`config.mk`:
```
export PLATFORM = sky130hd
export DESIGN_NAME = aib_tx_flit_arbiter_flat
export DESIGN_NICKNAME = d
export VERILOG_FILES = /design/src/rtl/aib_tx_flit_arbiter_if.sv /design/src/rtl/aib_tx_flit_arbiter.sv /design/src/flat_wrapper.sv
export SDC_FILE = /design/constraint.sdc
export NUM_CORES = 1
export LEC_CHECK = 0
export BUFFER_PORTS_ARGS = -buffer_cell sky130_fd_sc_hd__buf_2
export CAP_MARGIN = 5
export CORE_MARGIN = 10
export CORE_UTILIZATION = 45
export CTS_BUF_LIST = sky130_fd_sc_hd__clkbuf_4 sky130_fd_sc_hd__clkbuf_8
export DETAILED_ROUTE_END_ITERATION = 16
export PLACE_DENSITY = 0.82
export SLEW_MARGIN = 20
export SYNTH_ARGS = -nofsm -noshare
export SYNTH_HDL_FRONTEND = slang
export SYNTH_SLANG_ARGS = --single-unit
```
`constraint.sdc`:
```
create_clock -name i_bus_clk -period 5.55 [get_ports i_bus_clk]
set_input_delay 0.2775 -clock i_bus_clk [delete_from_list [all_inputs] [get_ports i_bus_clk]]
set_output_delay 0.2775 -clock i_bus_clk [all_outputs]
set_load 0.02 [all_outputs]
```
`src/rtl/aib_tx_flit_arbiter_if.sv`:
```
// Bus bundle for aib_tx_flit_arbiter: VC request streams, credit return, flit output.
// slave = arbiter side, master = core/adapter side.
interface aib_tx_flit_arbiter_if #(
    parameter int unsigned NUM_CH = 4
);
    logic [NUM_CH-1:0]    i_ch_valid;
    logic [NUM_CH-1:0]    o_ch_ready;
    logic [NUM_CH*64-1:0] i_ch_data;
    logic                 i_credit_valid;
    logic [3:0]           i_credit_ch;
    logic                 o_tx_valid;
    logic                 i_tx_ready;
    logic [71:0]          o_tx_data;
    logic [NUM_CH-1:0]    o_credit_avail;
    logic                 o_credit_err;

    modport slave (
        input  i_ch_valid, i_ch_data, i_credit_valid, i_credit_ch, i_tx_ready,
        output o_ch_ready, o_tx_valid, o_tx_data, o_credit_avail, o_credit_err
    );

    modport master (
        output i_ch_valid, i_ch_data, i_credit_valid, i_credit_ch, i_tx_ready,
        input  o_ch_ready, o_tx_valid, o_tx_data, o_credit_avail, o_credit_err
    );
endinterface

```
`src/rtl/aib_tx_flit_arbiter.sv`:
```
// Round-robin, credit-gated merge of NUM_CH 64-bit VC streams into one 72-bit flit stream.
// Optional AIB_FLIT_PARITY_EN: bit 70 carries even parity over the flit.
module aib_tx_flit_arbiter #(
    parameter int unsigned NUM_CH       = 4,
    parameter int unsigned CREDIT_W     = 4,
    parameter int unsigned INIT_CREDITS = 8
) (
    input logic                   i_bus_clk,
    input logic                   i_rst_n,
    aib_tx_flit_arbiter_if.slave  bus
);
    localparam int unsigned         PTR_W  = (NUM_CH > 1) ? $clog2(NUM_CH) : 1;
    localparam logic [CREDIT_W-1:0] INIT_C = CREDIT_W'(INIT_CREDITS);

    logic                tx_valid_q, tx_valid_d;
    logic [71:0]         tx_data_q, tx_data_d;
    logic                credit_err_q, credit_err_d;
    logic [PTR_W-1:0]    rr_ptr_q, rr_ptr_d;
    logic [CREDIT_W-1:0] credit_q [NUM_CH];
    logic [CREDIT_W-1:0] credit_d [NUM_CH];

    logic                load_en;
    logic [NUM_CH-1:0]   eligible;
    logic [NUM_CH-1:0]   grant;
    logic                grant_found;
    logic [PTR_W-1:0]    grant_idx;
    logic [PTR_W-1:0]    scan_idx;
    logic [63:0]         grant_data;
    logic [3:0]          grant_ch;
    logic                parity;
    logic [NUM_CH-1:0]   credit_avail;

    assign load_en = !tx_valid_q || bus.i_tx_ready;

    always_comb begin
        eligible     = '0;
        credit_avail = '0;
        for (int unsigned i = 0; i < NUM_CH; i++) begin
            credit_avail[i] = (credit_q[i] != '0);
            eligible[i]     = bus.i_ch_valid[i] && credit_avail[i];
        end
    end

    // Upward scan from the pointer; the first eligible hit wins.
    always_comb begin
        grant_found = 1'b0;
        grant_idx   = '0;
        scan_idx    = '0;
        grant       = '0;
        if (load_en) begin
            for (int unsigned k = 0; k < NUM_CH; k++) begin
                scan_idx = PTR_W'((32'(rr_ptr_q) + k) % NUM_CH);
                if (!grant_found && eligible[scan_idx]) begin
                    grant_found = 1'b1;
                    grant_idx   = scan_idx;
                end
            end
        end
        if (grant_found) begin
            grant[grant_idx] = 1'b1;
        end
    end

    assign grant_data = bus.i_ch_data[64*32'(grant_idx) +: 64];
    assign grant_ch   = 4'(grant_idx);

`ifdef AIB_FLIT_PARITY_EN
    assign parity = ^{2'b00, grant_ch, grant_data};
`else
    assign parity = 1'b0;
`endif

    always_comb begin
        tx_valid_d = tx_valid_q;
        tx_data_d  = tx_data_q;
        rr_ptr_d   = rr_ptr_q;
        if (load_en) begin
            tx_valid_d = grant_found;
            if (grant_found) begin
                tx_data_d = {1'b1, parity, 2'b00, grant_ch, grant_data};
                rr_ptr_d  = PTR_W'((32'(grant_idx) + 1) % NUM_CH);
            end
        end
    end

    // A return and a grant on the same channel cancel; returns to a full counter are dropped.
    always_comb begin
        credit_err_d = credit_err_q;
        if (bus.i_credit_valid && (32'(bus.i_credit_ch) >= NUM_CH)) begin
            credit_err_d = 1'b1;
        end
        for (int unsigned i = 0; i < NUM_CH; i++) begin
            credit_d[i] = credit_q[i];
            if (bus.i_credit_valid && (32'(bus.i_credit_ch) == i) && (credit_q[i] == INIT_C)) begin
                credit_err_d = 1'b1;
            end
            case ({bus.i_credit_valid && (32'(bus.i_credit_ch) == i) && (credit_q[i] != INIT_C),
                   grant[i]})
                2'b10:   credit_d[i] = credit_q[i] + 1'b1;
                2'b01:   credit_d[i] = credit_q[i] - 1'b1;
                default: credit_d[i] = credit_q[i];
            endcase
        end
    end

    always_ff @(posedge i_bus_clk or negedge i_rst_n) begin
        if (!i_rst_n) begin
            tx_valid_q   <= 1'b0;
            tx_data_q    <= '0;
            credit_err_q <= 1'b0;
            rr_ptr_q     <= '0;
            for (int unsigned i = 0; i < NUM_CH; i++) begin
                credit_q[i] <= INIT_C;
            end
        end else begin
            tx_valid_q   <= tx_valid_d;
            tx_data_q    <= tx_data_d;
            credit_err_q <= credit_err_d;
            rr_ptr_q     <= rr_ptr_d;
            for (int unsigned i = 0; i < NUM_CH; i++) begin
                credit_q[i] <= credit_d[i];
            end
        end
    end

    assign bus.o_ch_ready     = grant & {NUM_CH{i_rst_n}};
    assign bus.o_tx_valid     = tx_valid_q;
    assign bus.o_tx_data      = tx_data_q;
    assign bus.o_credit_avail = credit_avail;
    assign bus.o_credit_err   = credit_err_q;
endmodule
```
`src/flat_wrapper.sv`:
```
// flat-port wrapper written by rule: the top's interface ports become plain ports
module aib_tx_flit_arbiter_flat 
#(
    parameter int unsigned NUM_CH       = 4,
    parameter int unsigned CREDIT_W     = 4,
    parameter int unsigned INIT_CREDITS = 8
)
  (i_bus_clk, i_rst_n, bus_i_ch_valid, bus_i_ch_data, bus_i_credit_valid, bus_i_credit_ch, bus_i_tx_ready, bus_o_ch_ready, bus_o_tx_valid, bus_o_tx_data, bus_o_credit_avail, bus_o_credit_err);
  aib_tx_flit_arbiter_if #(.NUM_CH(NUM_CH)) bus_i ();
  input logic i_bus_clk;
  input logic i_rst_n;
  input wire logic [$bits(bus_i.i_ch_valid)-1:0] bus_i_ch_valid;
  input wire logic [$bits(bus_i.i_ch_data)-1:0] bus_i_ch_data;
  input wire logic [$bits(bus_i.i_credit_valid)-1:0] bus_i_credit_valid;
  input wire logic [$bits(bus_i.i_credit_ch)-1:0] bus_i_credit_ch;
  input wire logic [$bits(bus_i.i_tx_ready)-1:0] bus_i_tx_ready;
  output wire logic [$bits(bus_i.o_ch_ready)-1:0] bus_o_ch_ready;
  output wire logic [$bits(bus_i.o_tx_valid)-1:0] bus_o_tx_valid;
  output wire logic [$bits(bus_i.o_tx_data)-1:0] bus_o_tx_data;
  output wire logic [$bits(bus_i.o_credit_avail)-1:0] bus_o_credit_avail;
  output wire logic [$bits(bus_i.o_credit_err)-1:0] bus_o_credit_err;
  assign bus_i.i_ch_valid = bus_i_ch_valid;
  assign bus_i.i_ch_data = bus_i_ch_data;
  assign bus_i.i_credit_valid = bus_i_credit_valid;
  assign bus_i.i_credit_ch = bus_i_credit_ch;
  assign bus_i.i_tx_ready = bus_i_tx_ready;
  assign bus_o_ch_ready = bus_i.o_ch_ready;
  assign bus_o_tx_valid = bus_i.o_tx_valid;
  assign bus_o_tx_data = bus_i.o_tx_data;
  assign bus_o_credit_avail = bus_i.o_credit_avail;
  assign bus_o_credit_err = bus_i.o_credit_err;
  aib_tx_flit_arbiter #(.NUM_CH(NUM_CH), .CREDIT_W(CREDIT_W), .INIT_CREDITS(INIT_CREDITS)) u_core (.i_bus_clk(i_bus_clk), .i_rst_n(i_rst_n), .bus(bus_i));
endmodule
```
==> results.json, run 1 <==
{
  "grt.total_usage": 0.2421,
  "cts_tree": "built",
  "ant_nets": 0,
  "path_cells": "or4_1 -> a222oi_1 -> o211a_2 -> inv_2 -> ha_1 -> and2_1 -> ha_1 -> ha_1 -> a21o_1 -> a21oi_1 -> xnor2_1 -> nor2_1 -> xor2_1",
  "routabilityCongestion": 0.8624,
  "clock_path_buffers": 2,
  "syn_inst": 610,
  "maxCapViolCount": 0,
  "vias": 6309,
  "slew_headroom": 0.3876,
  "hold_viol": 0,
  "hp-start": "bus_i_ch_data[180]",
  "reg2regPathDepth": 13,
  "outcome": "complete, no violations",
  "drtIter0Drc": 555,
  "root_buffer": "clkbuf_8",
  "max_freq_ghz": 0.2406,
  "crit_fanout": 25,
  "path_buf_inv": 1,
  "synth-seq-area-share": 0.3634,
  "crit_arrival_ns": 4.47,
  "power_frac_seq": 0.274,
  "ioPinCount": 350,
  "fin_crit_sh": 0.7490,
  "area_growth_pct": 33.90,
  "fin_skew_ns": 0.008646,
  "whs_path_depth": 3,
  "rows": 42,
  "min_period_ns": 4.157,
  "yosysUniqueCellTypes": 51,
  "grt_pass1_vias": 6565,
  "critPathMaxStageDelay_ns": 0.65,
  "switching_share": 0.4888,
  "wl_mm": 23.09,
  "dr.pass1.iters": 5,
  "worst_pin_slew_ns": 0.9187,
  "wire_per_inst_um": 21.03,
  "rrSetupSlack_ns": 1.39,
  "crit_path_frequent_cell": "ha_1",
  "ys_async_sr_fraction": 1.000,
  "finalSetupTns_ns": 0,
  "syn_area_sq_um": 6005,
  "clock-sinks": 87,
  "clkPwrFrac": 0.115,
  "power_leakage_nw": 3.910,
  "antenna_found_initial": 1,
  "worst_r2r_endpoint": "u_core.credit_q[15]$_DFFE_PN1P_",
  "dieHeight_um": 135.5,
  "p_sw_mw": 2.166,
  "htreeDepth": 3,
  "syn-mean-instance-area_sq_um": 9.843,
  "grt_max_degree": 54,
  "hold_end": "u_core.bus.o_tx_data[52]$_DFFE_PN0P_",
  "hpwl_mm": 18.24,
  "crit-reg2reg-launch": "u_core.credit_q[12]$_DFFE_PN0P_",
  "die_area_sq_um": 18360,
  "place_inst": 1081,
  "start_kind": "flop",
  "drive_above_1_share": 0.4707,
  "numCtsBuffers": 9,
  "coreArea_sq_um": 13140,
  "critPathKind": "flop to flop",
  "diodes": 0,
  "combPwrFrac": 0.611,
  "peakVddDrop_mv": 0.3445,
  "synth_ff_type": "dfrtp_1",
  "rsz0062_at_grt": "false",
  "synth_top_area_share": 0.3459,
  "synth_edf_count": 0,
  "ys_ff_latch": 87,
  "clk_pin_slew_ns": 0.09,
  "slowest_stage": "o211a_2",
  "final_cells": 1098,
  "power_density_nw_per_um2": 551.0,
  "viasPerCell": 5.746,
  "path_delay_family": "compound AO/OA/AOI/OAI gates",
  "slew_violations": 0,
  "worst_slack_ns": 1.393,
  "holdCritPathClass": "primary input to flop",
  "yosysWarnings": 0,
  "hold-worst-slack_ns": 0.1927,
  "start_util": 0.4570,
  "p_int_mw": 2.264,
  "drc_errors": 0,
  "grt.overflow.total": 0,
  "required_ns": 5.86,
  "nets": 1203,
  "io_buffers": 344,
  "cts-resized-gates": 0,
  "path_depth": 13,
  "grt_pass1_wl_mm": 35.31,
  "setup_violations": 0,
  "total_power_mw": 4.430,
  "fp.dieW_um": 135.5,
  "critPathCaptureType": "flop",
  "yosysTopAreaCell": "dfrtp_1",
  "clk_latency_ns": 0.38,
  "synth.area.top_cells": "dfrtp_1 35%, mux2i_1 11%, a211oi_1 11%",
  "post-place-ws_ns": 1.449
}
## flip-flops by register name, summed over array words and instances (netlist names)
register	flops
u_core.bus.o_credit_err	1
u_core.bus.o_tx_data	67
u_core.bus.o_tx_valid	1
u_core.credit_q	16
u_core.rr_ptr_q	2
## metrics by stage
step / cell area (sq um) / util
after CTS: 8040 / 0.6120
after floorplan: 6020 / -
after global routing: 8040 / 0.6120
final: 8040 / 0.6120
after global placement: 7807 / 0.5943
after detailed placement: 7807 / 0.5943
## worst max-delay path by stage
stage,from,end,slack [ns]
after global placement,u_core.credit_q[12]$_DFFE_PN0P_,u_core.credit_q[15]$_DFFE_PN1P_,1.61
after CTS,u_core.credit_q[12]$_DFFE_PN0P_,u_core.credit_q[15]$_DFFE_PN1P_,1.44
after global routing,u_core.credit_q[12]$_DFFE_PN0P_,u_core.credit_q[15]$_DFFE_PN1P_,1.12
after floorplan,u_core.credit_q[12]$_DFFE_PN0P_,u_core.credit_q[2]$_DFFE_PN0P_,1.94
after detailed placement,u_core.credit_q[12]$_DFFE_PN0P_,u_core.credit_q[15]$_DFFE_PN1P_,1.45
final,u_core.credit_q[12]$_DFFE_PN0P_,u_core.credit_q[15]$_DFFE_PN1P_,1.39
## logic make-up (layout without fill, tap and decap cells)
group / count (synthesis) / after routing / synth area share
AOI/OAI and AO/OA: 211 / 211 / 0.3038
and+or+nand+nor: 130 / 130 / 0.09585
other: 1 / 5 / 0.0006245
adders and majority gates: 18 / 18 / 0.04126
buffers and inverters: 79 / 387 / 0.05814
muxes: 68 / 68 / 0.1136
xor gates and xnor gates: 16 / 16 / 0.02334
DFF: 87 / 87 / 0.3634
## tightest hold or removal path, cell delays in order
cell	delay (ns)
buf_2	0.07
o221ai_1	0.09
o211ai_1	0.09
## Yosys cell counts, types with 3 or more instances
master and n:
o21ai_0 9, inv_1 13, nand2_1 44, or4_1 3
nor3_1 5, nand2b_1 5, xor2_1 8, fa_1 3
xnor2_1 8, o221ai_1 24, buf_2 15, buf_4 9
and3_1 4, a211oi_1 85, o221a_2 44, ha_1 15
a21oi_1 5, clkbuf_1 39, nor2_1 52, dfrtp_1 83
and2_1 5, mux2i_1 67, a21o_1 3, o211ai_1 22
dfstp_2 4
## power groups by stage
stage          Clock [mW]  Combinational, mW  Sequential (mW)
4_1_cts             0.523               2.73             1.21
6_report            0.508               2.71             1.22
3_3_place_gp            0               2.67             1.21
5_1_grt             0.545               2.93             1.25
2_1_floorplan           0               1.66             1.47
3_5_place_dp            0               2.72             1.22
## per-layer routing
layer	vias up	part of all wire	global-route usage
met1	2974	0.38	0.2823
met5	-	0.00030	0
met4	2	0.026	0.07835
met2	317	0.51	0.4148
met3	45	0.085	0.07418
li1	2971	-	-
## layout by cell type (no fill, tap or decap), drive strengths merged, types with 2 or more instances in the layout
| master | synthesis | layout |
|---|---|---|
| or4 | 3 | 3 |
| o221ai | 24 | 24 |
| mux2i | 67 | 67 |
| bufinv | 0 | 2 |
| nand3 | 2 | 2 |
| nand2b | 5 | 5 |
| o21ai | 10 | 10 |
| xor2 | 8 | 8 |
| o221a | 44 | 44 |
| nand2 | 44 | 44 |
| xnor2 | 8 | 8 |
| fa | 3 | 3 |
| and2 | 5 | 5 |
| o211ai | 22 | 22 |
| ha | 15 | 15 |
| a21o | 3 | 3 |
| nor3 | 5 | 5 |
| conb | 1 | 5 |
| buf | 25 | 355 |
| o22ai | 2 | 2 |
| and3 | 4 | 4 |
| dfstp | 4 | 4 |
| a21oi | 6 | 6 |
| nor3b | 2 | 2 |
| clkinv | 0 | 2 |
| a41oi | 2 | 2 |
| nor2b | 2 | 2 |
| clkbuf | 39 | 12 |
| nand4 | 2 | 2 |
| inv | 15 | 15 |
| o41a | 2 | 2 |
| nor2 | 52 | 52 |
| o41ai | 4 | 4 |
| a211oi | 85 | 85 |
| dfrtp | 83 | 83 |
## timing repair
action / in CTS / in global routing
endpoints found under the hold margin: 35 / 0
hold buffers: 1 / 0
setup buffers: 0 / 0
## final cells by class
type / count / area (sq um)
Fill cell: 1160 / 5097
Multi-Input combinational cell: 448 / 3542
Sequential cell: 87 / 2182
Timing Repair Buffer: 356 / 1817
Tap cell: 176 / 220.2
Clock buffer: 12 / 152.6
Clock inverter: 4 / 70.07
Inverter: 15 / 56.30
Note: power is estimated with default switching activity, not from simulation.
==> inputs of run 2 (changes only) <==
Clock period 5.55 ns to 4.2 ns, I/O delays scaled along.
==> run 2 against run 1 <==
Final cell count increased by 0.27%. Clock-buffer cell count unchanged. First-iteration DRC count decreased by 5.4%. Worst setup slack got worse by 0.96 ns. Utilization increased by 0.076 points. Fmax increased by 10%. Critical path type unchanged. Critical endpoint is now u_core.credit_q[2]$_DFFE_PN0P_. Largest cell class unchanged. Highest routed layer unchanged.
==> results.json, run 2 (same netlist as run 1, synthesis figures left out) <==
{
  "grt_max_degree": 59,
  "routabilityCongestion": 0.8871,
  "cts_tree": "built",
  "diodes": 0,
  "wire_per_inst_um": 21.31,
  "switching_share": 0.4955,
  "layout_common_cells": "343 x buf_2, 84 x a211oi_1, 83 x dfrtp_1, 67 x mux2i_1, 52 x nor2_1",
  "crit_arrival_ns": 4.03,
  "slew_headroom": 0.3489,
  "power_frac_seq": 0.274,
  "numCtsBuffers": 9,
  "clock-sinks": 87,
  "p_int_mw": 2.959,
  "final_area_sq_um": 8050,
  "io_buffers": 344,
  "required_ns": 4.46,
  "area_growth_pct": 34.07,
  "drive_above_1_share": 0.4724,
  "max_freq_ghz": 0.2653,
  "coreArea_sq_um": 13140,
  "antenna_found_initial": 1,
  "final_common_cell": "buf_2",
  "critPathKind": "flop to flop",
  "power_density_nw_per_um2": 728.6,
  "dieHeight_um": 135.5,
  "grt_pass1_vias": 6619,
  "worst_pin_slew_ns": 0.9767,
  "fin_crit_sh": 0.8975,
  "combPwrFrac": 0.624,
  "drtIter0Drc": 525,
  "critPathCaptureType": "flop",
  "setup_violations": 0,
  "rsz0062_at_grt": "false",
  "hold_viol": 0,
  "grt_pass1_wl_mm": 35.38,
  "htreeDepth": 3,
  "clk_pin_slew_ns": 0.08,
  "start_kind": "flop",
  "clkPwrFrac": 0.103,
  "clk_latency_ns": 0.37,
  "vias": 6419,
  "ioPinCount": 350,
  "ant_nets": 0,
  "fin_skew_ns": 0.01378,
  "total_power_mw": 5.865,
  "largest_register_ffs": 67,
  "power_leakage_nw": 3.919,
  "min_period_ns": 3.770,
  "cts-resized-gates": 0,
  "crit_fanout": 24,
  "clock_path_buffers": 2,
  "outcome": "complete, no violations",
  "die_area_sq_um": 18360,
  "dr.pass1.iters": 5,
  "rows": 42,
  "worst_slack_ns": 0.4304,
  "start_util": 0.4570,
  "holdCritPathClass": "primary input to flop",
  "grt.total_usage": 0.2431,
  "slew_violations": 0,
  "place_area_sq_um": 7843,
  "p_sw_mw": 2.906,
  "finalSetupTns_ns": 0,
  "post-place-ws_ns": 0.5011,
  "maxCapViolCount": 0,
  "grt.overflow.total": 0,
  "hpwl_mm": 18.40,
  "root_buffer": "clkbuf_8",
  "nets": 1206,
  "viasPerCell": 5.830,
  "peakVddDrop_mv": 0.3291,
  "drc_errors": 0,
  "wl_mm": 23.46,
  "fp.dieW_um": 135.5
}
==> run 2: cell count changes in the layout (fill, tap and decap cells not counted), sizes merged <==
cell,delta
buf,+3
clkinv,+1
bufinv,-1
==> run 2: worst paths after layout <==
check	startpoint	slack (ns)	cells past startpoint	endpoint
worst max-delay path	u_core.credit_q[12]$_DFFE_PN0P_	0.43	12	u_core.credit_q[2]$_DFFE_PN0P_
worst min-delay path	bus_i_ch_data[181]	0.14	3	u_core.bus.o_tx_data[53]$_DFFE_PN0P_
worst max register to register	u_core.credit_q[12]$_DFFE_PN0P_	0.43	12	u_core.credit_q[2]$_DFFE_PN0P_
worst min register to register	u_core.bus.o_tx_data[71]$_DFFE_PN0P_	0.48	1	u_core.bus.o_tx_data[71]$_DFFE_PN0P_
max in group asynchronous	i_rst_n	2.81	3	u_core.bus.o_tx_data[42]$_DFFE_PN0P_
min in group asynchronous	i_rst_n	0.30	2	u_core.bus.o_tx_data[71]$_DFFE_PN0P_
==> run 2: repair_timing <==
action,CTS,global route
setup buffers,0,0
hold buffers,1,0
hold endpoints to repair,27,0
==> run 2: per-stage QoR <==
step                      hold slack, ns  utilization  instances
after floorplan                 -0.08559            -        614
after global placement            0.1787       0.5970       1084
after detailed placement          0.1808       0.5970       1084
final                             0.1370       0.6128       1101
after global routing              0.1299       0.6128       1101
after CTS                         0.1071       0.6128       1101
==> run 2: area by class of cell <==
cell class              count  area [sq um]
multi-input cells         448          3542
well taps                 176         220.2
fillers                  1180          5087
clock inverters             4         45.04
flip-flops and latches     87          2182
inverters                  15         56.30
repair buffers            359          1852
clock buffers              12         152.6
==> run 2: power by group through the flow <==
stage          clock (mW)  combinational (mW)  sequential, mW
6_report            0.603                3.66            1.61
5_1_grt             0.649                3.93            1.66
4_1_cts             0.619                3.66            1.60
3_5_place_dp            0                3.65            1.61
3_3_place_gp            0                3.58            1.59
2_1_floorplan           0                2.19            1.94
==> run 2: per-layer routing <==
metal | share of wire | GRT usage | vias up
li1 | - | - | 2983
met1 | 0.38 | 0.2752 | 3041
met2 | 0.50 | 0.4097 | 339
met3 | 0.090 | 0.08939 | 54
met4 | 0.032 | 0.09091 | 2
met5 | 0.00030 | 0 | -
==> run 2: worst max-delay path: stages (launching register included) <==
cell and delay, ns:
dfrtp_1 0.47, or4_1 0.62, a222oi_1 0.38, o211a_2 0.28, buf_4 0.28, ha_1 0.27
and2_1 0.15, ha_1 0.29, xor2_1 0.12, ha_1 0.24, or3_1 0.35, mux2i_1 0.13
o2bb2ai_1 0.08
